==> src/rtl/fetch_unit.sv <==
// Instruction-fetch stage: one outstanding imem read, IF/ID register with a one-entry skid buffer.
// Optional misaligned-PC marker generation is enabled by defining FETCH_MISALIGN_CHECK_EN.
module fetch_unit (
  input  logic        clk,
  input  logic        reset,
  input  logic [31:0] pc_in,
  input  logic        flush,
  input  logic        id_stall,
  output logic        fetch_stall,
  output logic        imem_req_valid,
  input  logic        imem_req_ready,
  output logic [31:0] imem_req_addr,
  input  logic        imem_resp_valid,
  input  logic [31:0] imem_resp_data,
  output logic        if_id_valid,
  output logic [31:0] if_id_pc,
  output logic [31:0] if_id_instr,
  output logic        if_id_misaligned
);

  typedef enum logic [1:0] {
    S_REQ  = 2'd0,
    S_WAIT = 2'd1,
    S_DROP = 2'd2
  } state_t;

  typedef struct packed {
    logic [31:0] pc;
    logic [31:0] instr;
    logic        mis;
  } entry_t;

  state_t      state_q, state_d;
  logic [31:0] pending_pc_q, pending_pc_d;
  logic        if_id_valid_q, if_id_valid_d;
  entry_t      if_id_q, if_id_d;
  logic        skid_valid_q, skid_valid_d;
  entry_t      skid_q, skid_d;

  logic   misalign;
  logic   handshake;
  logic   resp_deliver;
  logic   deliver;
  logic   to_ifid;
  logic   to_skid;
  entry_t dlv;

`ifdef FETCH_MISALIGN_CHECK_EN
  assign misalign = (state_q == S_REQ) && (pc_in[1:0] != 2'b00) && !flush && !skid_valid_q;
`else
  assign misalign = 1'b0;
`endif

  // A full skid blocks new requests, so a skid entry and a delivery never collide.
  assign imem_req_valid = !reset && (state_q == S_REQ) && !flush && !skid_valid_q && !misalign;
  assign imem_req_addr  = {pc_in[31:2], 2'b00};
  assign handshake      = imem_req_valid && imem_req_ready;
  assign fetch_stall    = !reset && !flush && !handshake && !misalign;

  assign resp_deliver = (state_q == S_WAIT) && imem_resp_valid && !flush;
  assign deliver      = resp_deliver || misalign;
  assign dlv          = misalign ? '{pc: pc_in, instr: 32'h0000_0013, mis: 1'b1}
                                 : '{pc: pending_pc_q, instr: imem_resp_data, mis: 1'b0};
  assign to_ifid      = deliver && (!if_id_valid_q || !id_stall);
  assign to_skid      = deliver && !to_ifid;

  always_comb begin
    state_d      = state_q;
    pending_pc_d = pending_pc_q;
    case (state_q)
      S_REQ: begin
        if (handshake) begin
          state_d      = S_WAIT;
          pending_pc_d = pc_in;
        end
      end
      S_WAIT: begin
        if (imem_resp_valid) state_d = S_REQ;
        else if (flush)      state_d = S_DROP;
      end
      S_DROP: begin
        if (imem_resp_valid) state_d = S_REQ;
      end
      default: state_d = S_REQ;
    endcase
  end

  always_comb begin
    if_id_valid_d = if_id_valid_q;
    if_id_d       = if_id_q;
    skid_valid_d  = skid_valid_q;
    skid_d        = skid_q;
    if (flush) begin
      if_id_valid_d = 1'b0;
      skid_valid_d  = 1'b0;
    end else begin
      if (!id_stall) begin
        if (skid_valid_q) begin
          if_id_valid_d = 1'b1;
          if_id_d       = skid_q;
          skid_valid_d  = 1'b0;
        end else if (deliver) begin
          if_id_valid_d = 1'b1;
          if_id_d       = dlv;
        end else begin
          if_id_valid_d = 1'b0;
        end
      end else if (to_ifid) begin
        if_id_valid_d = 1'b1;
        if_id_d       = dlv;
      end
      if (to_skid) begin
        skid_valid_d = 1'b1;
        skid_d       = dlv;
      end
    end
  end

  always_ff @(posedge clk or posedge reset) begin
    if (reset) begin
      state_q       <= S_REQ;
      pending_pc_q  <= '0;
      if_id_valid_q <= 1'b0;
      if_id_q       <= '0;
      skid_valid_q  <= 1'b0;
      skid_q        <= '0;
    end else begin
      state_q       <= state_d;
      pending_pc_q  <= pending_pc_d;
      if_id_valid_q <= if_id_valid_d;
      if_id_q       <= if_id_d;
      skid_valid_q  <= skid_valid_d;
      skid_q        <= skid_d;
    end
  end

  assign if_id_valid      = if_id_valid_q;
  assign if_id_pc         = if_id_q.pc;
  assign if_id_instr      = if_id_q.instr;
  assign if_id_misaligned = if_id_q.mis;

endmodule
==> config.mk <==
export PLATFORM = sky130hd
export DESIGN_NAME = fetch_unit
export DESIGN_NICKNAME = d
export VERILOG_FILES = /design/src/rtl/fetch_unit.sv
export SDC_FILE = /design/constraint.sdc
export NUM_CORES = 1
export LEC_CHECK = 0
export ABC_CLOCK_PERIOD_IN_PS = 13700
export BUFFER_PORTS_ARGS = -buffer_cell sky130_fd_sc_hd__buf_2
export CAP_MARGIN = 10
export CORE_AREA = 4 4 113 115
export CTS_BUF_LIST = sky130_fd_sc_hd__clkbuf_4
export CTS_CLUSTER_DIAMETER = 200
export DETAILED_ROUTE_END_ITERATION = 10
export DIE_AREA = 0 0 117 119
export HOLD_SLACK_MARGIN = 0.12
export PLACE_DENSITY = 0.87
export SKIP_CTS_REPAIR_TIMING = 1
export SYNTH_ARGS = -nofsm -noshare
export SYNTH_HDL_FRONTEND = slang
export SYNTH_SLANG_ARGS = --single-unit
==> constraint.sdc <==
create_clock -name clk -period 13.7 [get_ports clk]
set_input_delay 2.055 -clock clk [delete_from_list [all_inputs] [get_ports clk]]
set_output_delay 2.055 -clock clk [all_outputs]
set_load 0.05 [all_outputs]
# Word-level counts from Yosys, hierarchy flattened
# Index checks and enable logic that the tools add are counted.
# op_classes
eq_ne	8
mux	17
bitwise_logic	1
reduce_logical	24
# ops
op	n
65-bit two-way mux	4
1-bit logical AND	10
1-bit two-way mux	8
2-bit two-way mux	4
1-bit logical NOT	7
3-bit by 2-bit != test with 1-bit output (second input constant)	2
2-bit case mux with 3 select lines	1
3-bit AND reduction	2
2-bit != test (second input constant)	2
2-bit AND reduction	2
3-bit != test (second input constant)	1
3-bit nonzero test	1
2-bit by 1-bit equality test with 1-bit output (second input constant)	1
2-bit equality test (second input constant)	1
2-bit logical NOT	1
2-bit by 1-bit != test with 1-bit output (second input constant)	1
1-bit logical OR	1
1-bit NOT	1
# totals
regBits	165
inputBits	70
output_inout_bits	100
word_cells	59

# Logic depth before layout (Yosys ltp)
# depth
depth_word	8
depth_mapped	5
mapped_depth_nobuf	3

# Worst setup path before layout
# OpenSTA, ideal clock, no wires.
# synth_timing
path_type	input -> output
startpoint	input port reset
endpoint	output port fetch_stall
t_arrival_ps	3707
required_time_ps	11645
path_slack_ps	7938
stages	4
path_buffers	1
path_cell_list	nor2_1 > nand3_1 > buf_2 > nor3b_1
# synth_via
elab_chain_len	7
elab_cells_between_ends	8
classes_between	reduce/logical (8)
# synth_rtl
item	line_no	rtl
start, declared	5	input logic reset,
1-bit logical NOT (no source line) *	n/a	
1-bit logical AND (3 in a row)	55	assign imem_req_valid = !reset && (state_q == S_REQ) && !flush && !skid_valid_q && !misalign;
1-bit logical AND	57	assign handshake = imem_req_valid && imem_req_ready;
1-bit logical NOT	58	assign fetch_stall = !reset && !flush && !handshake && !misalign;
1-bit logical AND *	58	
end, declared	9	output logic fetch_stall,
# Every way passes the cells marked *; elsewhere a longest branch is shown, timed or not.

# Worst setup path in the final report
# layout_timing
startpoint	input port flush
endpoint	output port fetch_stall
# layout_via
elab_chain_len	6
elab_cells_between_ends	7
classes_between	reduce/logical (7)
# layout_rtl
item	line_no	rtl
start, declared	7	input logic flush,
1-bit logical NOT *	55, 58	
1-bit logical AND (2 in a row)	55	
1-bit logical AND	57	
1-bit logical NOT	58	
1-bit logical AND *	58	
# Marks and branches as above.

==> flow_metrics.env <==
export IMPL_clk_pin_slew_worst_paths_ns=0.11
export IMPL_root_buf_cell="sky130_fd_sc_hd__clkbuf_4"
export IMPL_synth_distinct_cells=24
export IMPL_crit_type="in2out"
export IMPL_timing_critical_path_slowest_stage_cell="sky130_fd_sc_hd__nand3_2"
export IMPL_drt_iter0_drc=319
export IMPL_path_depth=5
export IMPL_antenna_cells=0
export IMPL_timing_hold_worst_path_depth=1
export IMPL_reg2reg_start="state_q[1]"
export IMPL_ys_warn_count=0
export IMPL_tns_ns=0
export IMPL_finalHoldViolations=0
export IMPL_globalRouteMet1Util_pct=28.2
export IMPL_rsz0062_at_grt="false"
export IMPL_dpl_instance_area_mm2=0.00755
export IMPL_cp_common_cell="sky130_fd_sc_hd__buf_2"
export IMPL_net_switching_power_w=0.000568
export IMPL_use_met3_pct=5.64
export IMPL_max_cap_violations=0
export IMPL_die_area_mm2=0.0139
export IMPL_min_path_type="reg2reg"
export IMPL_die_x_um=117
export IMPL_grt_start_max_net_pins=86
export IMPL_cts_htree_levels=4
export IMPL_ys_dominant_reg_cell="sky130_fd_sc_hd__dfrtp_1"
export IMPL_p_per_area_mw_per_mm2=185
export IMPL_start_util_pct=58.8
export IMPL_clk_insertion_delay_late_ns=0.57
export IMPL_synth_area_mm2=0.00695
export IMPL_async_reset_ff_share_pct=100
export IMPL_slew_headroom_pct=31.8
export IMPL_fmax_mhz=168
export IMPL_drc=0
export IMPL_viasPerCell=5.69
export IMPL_final_net_count=676
export IMPL_synth_cells=477
export IMPL_regToRegEndpoint="skid_q[23]"
export IMPL_die_h_um=119
export IMPL_rr_worst_depth=4
export IMPL_vias=4357
export IMPL_synth_seq_cells=164
export IMPL_yosys_top_cells_area="sky130_fd_sc_hd__dfrtp_1 59%, sky130_fd_sc_hd__mux2_1 12%, sky130_fd_sc_hd__o221a_1 10%, sky130_fd_sc_hd__nand2b_1 5.9%, sky130_fd_sc_hd__mux2_2 4.1%"
export IMPL_drive_gt1_share_pct=37.6
export IMPL_synth_largest_type_area_fraction_pct=59.1
export IMPL_port_buffers=166
export IMPL_leakagePower_nw=3.74
export IMPL_required_ns=11.64
export IMPL_final_cell_count_no_fill=766
export IMPL_seq_area_frac_synth_pct=59.1
export IMPL_worstSetupEndpointType="output port"
export IMPL_hpwl_um=9360
export IMPL_pwr_share_seq_pct=44.2
export IMPL_grt_antenna_before_repair=0
export IMPL_hold_worst_slack_ns=0.488
export IMPL_design_area_mm2=0.00789
export IMPL_share_clk_of_total_power_pct=22.4
export IMPL_critical_path_cell_chain="buf_2 > nor3_1 > nand3_2 > nor3b_1 > buf_2"
export IMPL_flow_area_growth_from_synthesis_pct=13.6
export IMPL_power_report_internal_total_w=0.000891
export IMPL_synthMostInstantiatedCell="sky130_fd_sc_hd__dfrtp_1"
export IMPL_netlist_top_cell_by_area="sky130_fd_sc_hd__dfrtp_1"
export IMPL_timing_final_max_slew_violations=0
export IMPL_synth_enable_flop_cells=0
export IMPL_final_core_util_pct=66.8
export IMPL_wl_per_instance_um=18.2
export IMPL_finalSetupViolCount=0
export IMPL_cts_root_to_sink_buffers=2
export IMPL_core_mm2=0.0118
export IMPL_route_antenna_remaining_nets=0
export IMPL_globalRouteTotalUtil_pct=21.0
export IMPL_core_rowCount=40
export IMPL_timing_critical_path_arrival_ns=3.89
export IMPL_worst_setup_path_start_kind="input port"
export IMPL_num_io_pins=170
export IMPL_worst_hold_path_startpoint="skid_q[38]"
export IMPL_timing_critical_path_buf_inv=2
export IMPL_whs_endpoint="skid_q[38]"
export IMPL_grt_ovfl_total=0
export IMPL_min_period_over_period_pct=43.4
export IMPL_globalRouteMet2Util_pct=32.6
export IMPL_syn_mean_instance_area_um2=14.6
export IMPL_max_slew_worst_pin_slew_ns=1.02
export IMPL_crit_path_max_fanout=34
export IMPL_drt_pass1_iter_count=4
export IMPL_largest_stage_delay_on_the_critical_path_ns=0.77
export IMPL_overall_routed_net_length_um=13900
export IMPL_numPlacedInstances=734
export IMPL_global_route_peak_usage_layer="met2"
export IMPL_p_sw_share_pct=38.9
export IMPL_status="finished, final reports clean"
export IMPL_clock_tree_from_tritoncts="built"
export IMPL_place_congestion=0.776
export IMPL_yosys_top_cells_count="164 x sky130_fd_sc_hd__dfrtp_1, 72 x sky130_fd_sc_hd__mux2_1, 66 x sky130_fd_sc_hd__nand2b_1, 64 x sky130_fd_sc_hd__o221a_1, 34 x sky130_fd_sc_hd__buf_4"
export IMPL_min_tclk_post_route_ns=5.94
export IMPL_cts_buffers=17
export IMPL_critical_path_top_delay_family="simple AND/OR/NAND/NOR gates"
export IMPL_finalClockSkew_ns=0.0200
export IMPL_comb_power_share_pct=33.4
export IMPL_ir_drop_v=0.000107
export IMPL_ff2ff_setup_slack_ns=11.24
export IMPL_grt_first_pass_wirelength_um=22800
export IMPL_cts_num_sinks=164
export IMPL_vias_in_the_first_global_route=4520
-- flip-flops by register name, indices dropped and copies added (netlist names) --
register / flops
if_id_instr: 32
if_id_pc: 32
if_id_valid: 1
pending_pc_q: 32
skid_q: 64
skid_valid_q: 1
state_q: 2
-- metal layers --
| metal | part of all wire, % | vias up |
|---|---|---|
| met4 | 2.1 | 0 |
| met3 | 6.4 | 24 |
| met5 | 0 | - |
| met1 | 43 | 2219 |
| li1 | - | 1964 |
| met2 | 48 | 150 |
-- cell families after synthesis --
group	Yosys count	synth area share, %
compound gates	68	10.8
flops	164	59.1
mux	97	15.7
buf+inv	64	6.79
other cells	1	0.0540
simple gates	83	7.55
-- worst max path at each step --
stage                from        endpoint
floorplan           reset  if_id_instr[0]
global placement    flush     fetch_stall
detailed placement  flush     fetch_stall
CTS                 flush     fetch_stall
global route        flush     fetch_stall
finish              flush     fetch_stall
-- power by group through the flow --
stage	combinational, W	sequential [W]	clock (W)
after floorplan	0.000138	0.000887	0
after global placement	0.000483	0.000648	0
after detailed placement	0.000493	0.000654	0
after CTS	0.000492	0.000646	0.000333
after global routing	0.000511	0.000656	0.000355
final	0.000487	0.000645	0.000326
-- cell type report --
| class | count | area, µm² |
|---|---|---|
| Sequential cell | 164 | 4100 |
| Fill cell | 848 | 3920 |
| Multi-Input combinational cell | 251 | 2390 |
| Timing Repair Buffer | 171 | 868 |
| Clock inverter | 12 | 185 |
| Tap cell | 147 | 184 |
| Clock buffer | 20 | 150 |
| Inverter | 1 | 8.76 |
-- layout by cell type (no fill, tap or decap), types with 2 or more instances in the layout --
master,Yosys,routed
sky130_fd_sc_hd__o221a_1,64,64
sky130_fd_sc_hd__nand3_2,1,2
sky130_fd_sc_hd__nand2_1,3,3
sky130_fd_sc_hd__bufinv_16,0,5
sky130_fd_sc_hd__mux2_1,72,72
sky130_fd_sc_hd__dfrtp_1,164,164
sky130_fd_sc_hd__mux2_2,25,25
sky130_fd_sc_hd__nand2b_1,66,66
sky130_fd_sc_hd__clkbuf_4,0,20
sky130_fd_sc_hd__buf_2,11,166
sky130_fd_sc_hd__clkinv_1,0,2
sky130_fd_sc_hd__buf_4,34,5
sky130_fd_sc_hd__clkinv_2,0,4
sky130_fd_sc_hd__nor2_1,4,4
sky130_fd_sc_hd__conb_1,1,3
-- metrics by stage --
step | power [W] | worst slack, ns
3_5_place_dp | 0.00115 | 7.73
4_1_cts | 0.00147 | 7.74
3_3_place_gp | 0.00113 | 7.76
5_1_grt | 0.00152 | 7.65
6_report | 0.00146 | 7.76
2_1_floorplan | 0.00102 | 7.21
-- worst register-to-register path, cell delays in order, from the launching register on --
cell and delay [ns]:
sky130_fd_sc_hd__dfrtp_1 0.48, sky130_fd_sc_hd__nor2_1 0.15, sky130_fd_sc_hd__and3_2 0.74, sky130_fd_sc_hd__buf_4 0.54
sky130_fd_sc_hd__mux2_2 0.43
Power figures use the tool's default switching activity.
